--- config.mk ---
export PLATFORM = sky130hd
export DESIGN_NAME = sp_request_fifo
export DESIGN_NICKNAME = d
export VERILOG_FILES = /design/src/rtl/sp_request_fifo.sv
export SDC_FILE = /design/constraint.sdc
export NUM_CORES = 1
export LEC_CHECK = 0
export ABC_CLOCK_PERIOD_IN_PS = 6200
export BUFFER_PORTS_ARGS = -buffer_cell sky130_fd_sc_hd__buf_2
export CORE_UTILIZATION = 25
export DETAILED_ROUTE_END_ITERATION = 10
export PLACE_DENSITY_LB_ADDON = 0.25
export SYNTH_ARGS = -nofsm -noshare
export SYNTH_HDL_FRONTEND = slang
export SYNTH_SLANG_ARGS = --single-unit
--- constraint.sdc ---
create_clock -name CLK -period 6.2 [get_ports CLK]
set_input_delay 0.93 -clock CLK [delete_from_list [all_inputs] [get_ports CLK]]
set_output_delay 0.93 -clock CLK [all_outputs]
set_load 0.02 [all_outputs]
--- src/rtl/sp_request_fifo.sv ---
// rtl/sp_request_fifo.sv - speculative scratchpad request FIFO
//
// Circular-buffer FIFO between execute and the scratchpad. Each entry carries
// a spec bit; speculative entries are held back from the consumer until the
// branch resolves (spec_clear) or are discarded from the tail (spec_flush).
//
// Optional feature macro: SP_FIFO_BYPASS_EN (empty-FIFO combinational bypass).
//
// Ports:
//   CLK        sole clock, rising edge
//   RST        asynchronous active-high reset
//   wen        push request
//   wdata      entry to push ([37:36] op, [35:32] rd, [31:0] addr/select)
//   wspec      pushed entry is speculative
//   spec_clear all entries become non-speculative
//   spec_flush discard all speculative entries
//   full       count == DEPTH (registered)
//   rvalid     head entry present and non-speculative
//   rdata      head entry payload
//   rready     consumer accepts head
//   count      occupied entries
//   overflow   sticky: push attempted while full
module sp_request_fifo #(
  parameter int DEPTH = 4,
  parameter int EW    = 38
) (
  input  logic                       CLK,
  input  logic                       RST,
  input  logic                       wen,
  input  logic [EW-1:0]              wdata,
  input  logic                       wspec,
  input  logic                       spec_clear,
  input  logic                       spec_flush,
  output logic                       full,
  output logic                       rvalid,
  output logic [EW-1:0]              rdata,
  input  logic                       rready,
  output logic [$clog2(DEPTH):0]     count,
  output logic                       overflow
);

  localparam int AW = $clog2(DEPTH);
  localparam int CW = $clog2(DEPTH) + 1;

  logic [EW-1:0]    mem [DEPTH];
  logic [DEPTH-1:0] spec_q;
  logic [AW-1:0]    head_q;
  logic [AW-1:0]    tail_q;
  logic [CW-1:0]    count_q;
  logic             full_q;
  logic             overflow_q;

  logic [CW-1:0]    n_spec;
  logic [CW-1:0]    count_next;
  logic             stored_valid;
  logic             bypass;
  logic             push;
  logic             pop;

  // Spec bits of free slots are always zero (cleared on flush/clear, and a
  // popped head is never speculative), so a plain popcount gives the number
  // of speculative entries currently queued.
  always_comb begin
    n_spec = '0;
    for (int i = 0; i < DEPTH; i++) begin
      n_spec = n_spec + CW'(spec_q[i]);
    end
  end

  assign stored_valid = (count_q != '0) && !spec_q[head_q];

`ifdef SP_FIFO_BYPASS_EN
  // Empty FIFO, consumer ready: hand the entry straight through unstored.
  assign bypass = (count_q == '0) && wen && !wspec && !spec_flush && rready;
`else
  assign bypass = 1'b0;
`endif

  assign push = wen && !full_q && !spec_flush && !bypass;
  assign pop  = stored_valid && rready;

  assign count_next = count_q + CW'(push) - CW'(pop) - (spec_flush ? n_spec : '0);

  always_ff @(posedge CLK or posedge RST) begin
    if (RST) begin
      head_q     <= '0;
      tail_q     <= '0;
      count_q    <= '0;
      spec_q     <= '0;
      full_q     <= 1'b0;
      overflow_q <= 1'b0;
      for (int i = 0; i < DEPTH; i++) begin
        mem[i] <= '0;
      end
    end else begin
      if (wen && full_q) begin
        overflow_q <= 1'b1;
      end

      if (pop) begin
        head_q <= head_q + AW'(1);
      end

      if (spec_flush) begin
        // Speculative entries are contiguous at the tail: rewind over them.
        // n_spec == DEPTH truncates to zero, which is the correct full wrap.
        tail_q <= tail_q - AW'(n_spec);
        spec_q <= '0;
      end else begin
        if (spec_clear) begin
          spec_q <= '0;
        end
        if (push) begin
          mem[tail_q]    <= wdata;
          spec_q[tail_q] <= wspec;
          tail_q         <= tail_q + AW'(1);
        end
      end

      count_q <= count_next;
      full_q  <= (count_next == CW'(DEPTH));
    end
  end

  assign full     = full_q;
  assign count    = count_q;
  assign overflow = overflow_q;
  assign rvalid   = stored_valid || bypass;
  assign rdata    = bypass ? wdata : mem[head_q];

endmodule

==> key figures <==
STA
  – Final setup viols: 0
  – Headroom to the max-slew limit: 0.3816
  – Fmax achieved: 0.3099 GHz
  – Setup TNS: 0 ns
  – Clk_skew: 0.009772 ns
  – Slew @ Worst Pin: 0.9276 ns
  – Fin crit share: 0.5204
  – Slew Viols, Final: 0
  – RSZ-0062 raised after global routing: no
  – Final min period: 3.227 ns
  – Final hold violations: 0

Floorplanning
  – DIE HEIGHT: 173.5 um
  – Row count: 62
  – Die W: 173.5 um
  – Io pins: 89
  – Core area: 28,780 um2
  – Die area: 30,090 um2
  – Starting density of the core: 0.2554

Routing
  – Drt via density: 4.419
  – WL final: 16,950 um
  – Iteration-0 DRC Markers: 134
  – Post-DRT Antenna Nets: 0
  – Drt first pass iters: 4
  – DRC Markers: 0
  – Via count: 4,101
  – Routed len/inst: 18.26 um

Critical path
  – Setup CP Type: reg2out
  – Worst Setup SP: head_q[0]
  – Worst setup EP type: primary output
  – Crit path max fanout: 43
  – Reg2reg setup slack: 2.99 ns
  – Crit Reg-Reg Endpoint: full
  – Arrival @ worst endpoint: 2.30 ns
  – Startpoint types: register
  – R2R depth: 10
  – Critical Path RT: 5.27 ns
  – Reg-to-reg startpoint: head_q[0]

Power
  – Power Dens Cells: 576.1 nW/um2
  – Lkg Pwr: 3.827 nW
  – Worst VDD drop: 0.2157 mV

Global routing
  – Overflow after GRT: 0
  – First-pass GRT wire length: 26,750 um
  – Largest net degree at the start of global routing: 103
  – Vias in the first global route: 4,717
  – Initial antenna violation count: 5
  – GRT Util Overall: 0.1177

Logic synthesis
  – Cell variety after synth: 36
  – Cell Area, Synth: 7350 um2
  – Yosys reg bits: 165
  – Sequential cell area fraction in the yosys report: 0.5618
  – Syn_nets: 493
  – Synth Instances: 440
  – Synth Area per Inst: 16.70 um2
  – YS warnings: 0

Cells and area
  – Layout cells sized above 1: 0.6048
  – Finished Cell Area: 8828 um2
  – Utilization after layout: 0.3068
  – Synth-to-layout area growth: 20.12%
  – Fin nets: 579

Min path
  – Worst Hold Class: reg2reg
  – Hold path cells: 1
  – WHS Endpoint: overflow
  – Hold Crit Start: overflow

Clock tree
  – Resize count post-CTS: 0
  – CTS sink cnt: 165
  – Longest Clk Path Bufs: 2
  – Root Buffer: clkbuf_16
  – Number of post-CTS setup repair buffers: 0
  – Clock transition at the registers of the reported paths: 0.07 ns
  – Later-pin clock latency in the skew report: 0.42 ns
  – H-Tree Depth: 4
  – CTS tree: done
  – Number of CTS-inserted buffers: 17
  – CTS Hold Bufs: 0

Outcome
  – Status: completed

Run
  – Number of max-cap violations: 0

Placed design
  – Placed inst area: 8170 um2
  – # port buffers: 88
  – Final GP Congestion: 0.7424
  – DP HPWL: 10,590 um
-- worst max-delay path by stage --
stage,slack [ns],end,depth (start not counted)
after floorplan,0.81,count[0],1
after global placement,2.95,full,10
after detailed placement,2.89,full,10
after CTS,2.85,rdata[32],2
after global routing,2.69,full,10
final,2.97,rdata[8],2
-- cells in the mapped netlist --
cell,instances,area (um2)
and3_1,1,6.260
xnor2_1,1,8.760
nand2_1,4,15.01
buf_6,5,56.30
dfrtp_1,165,4129
nor2b_1,1,6.260
inv_1,8,30.03
xor2_1,2,17.52
a21o_1,1,7.510
mux2_1,2,22.52
and2_1,1,6.260
mux4_2,38,855.8
nand3_1,1,5.000
clkbuf_1,6,22.52
mux2i_1,4,40.04
o21ai_0,1,5.000
a31oi_1,1,6.260
a41oi_1,1,8.760
nor2_1,2,7.510
nor4bb_1,1,10.01
nor4b_1,1,8.760
mux2_2,154,1734
nand2b_1,2,12.51
o31ai_1,2,15.01
a21oi_1,2,10.01
nor3b_1,2,15.01
fa_1,3,60.06
or3b_2,1,8.760
o31a_1,2,17.52
buf_2,14,70.07
xnor3_1,1,22.52
nor3b_4,1,18.77
buf_4,2,15.01
nor3_1,1,5.000
nand3b_1,1,7.510
ha_1,5,62.56
-- cell usage in the layout (no fill, tap or decap), types with 3 or more instances in the layout --
| master | synthesis | final |
|---|---|---|
| buf_4 | 2 | 6 |
| mux2i_1 | 4 | 4 |
| buf_2 | 14 | 88 |
| dfrtp_1 | 165 | 163 |
| mux4_2 | 38 | 38 |
| nand2_1 | 4 | 3 |
| fa_1 | 3 | 3 |
| clkbuf_16 | 0 | 17 |
| inv_6 | 0 | 7 |
| diode_2 | 0 | 5 |
| bufinv_16 | 0 | 4 |
| inv_1 | 8 | 7 |
| mux2_2 | 154 | 154 |
| ha_1 | 5 | 5 |
-- metrics by stage --
stage / total power (W) / hold slack (ns) / setup slack [ns] / cells
finish: 0.005086 / 0.4720 / 2.973 / 928
global route: 0.005395 / 0.4950 / 2.686 / 925
CTS: 0.005186 / 0.4708 / 2.849 / 923
detailed placement: 0.004021 / 0.4550 / 2.890 / 891
global placement: 0.003906 / 0.4426 / 2.954 / 891
floorplan: 0.003371 / 0.4595 / 0.8083 / 440
-- report_power, final --
part	switching (W)	internal, W
sequential	0.000354	0.00161
combinational	0.000927	0.00105
clock	0.000443	0.000704
-- per-layer routing --
layer / wire, um / part of all wire / GRT usage / up-vias
li1: - / - / - / 1816
met1: 6929 / 0.41 / 0.1347 / 2196
met2: 9147 / 0.54 / 0.2139 / 74
met3: 694 / 0.041 / 0.03355 / 13
met4: 163 / 0.0096 / 0.03024 / 2
met5: 13 / 0.00077 / 0 / -
-- registers in the layout, summed over array words and instances (netlist names) --
| register | cells |
|---|---|
| count | 3 |
| full | 1 |
| spec_q | 4 |
| head_q | 2 |
| mem | 152 |
| tail_q | 2 |
| overflow | 1 |
-- cell type report --
cell class                      count  area, um2
Tap cell                          384      480.5
Timing Repair Buffer               94      485.5
Inverter                            8      35.03
Clock buffer                       19      452.9
Multi-Input combinational cell    240       3035
Sequential cell                   165       4134
Fill cell                        2808      19950
Antenna cell                        5      12.51
Clock inverter                     13      192.7
-- cell families after synthesis --
logic type / share of synthesized area
AO/OA/AOI/OAI: 0.009534
buffers and inverters: 0.02639
adder cells (fa/ha/maj): 0.01668
multiplexers: 0.3609
flip-flops: 0.5618
AND/OR/NAND/NOR: 0.01805
XOR/XNOR: 0.006640
-- worst max-delay path, stage by stage, from the launching register on --
cell and delay (ns):
dfrtp_4 1.02, mux4_2 0.65, buf_2 0.19
Note: power is estimated with default switching activity, not from simulation.
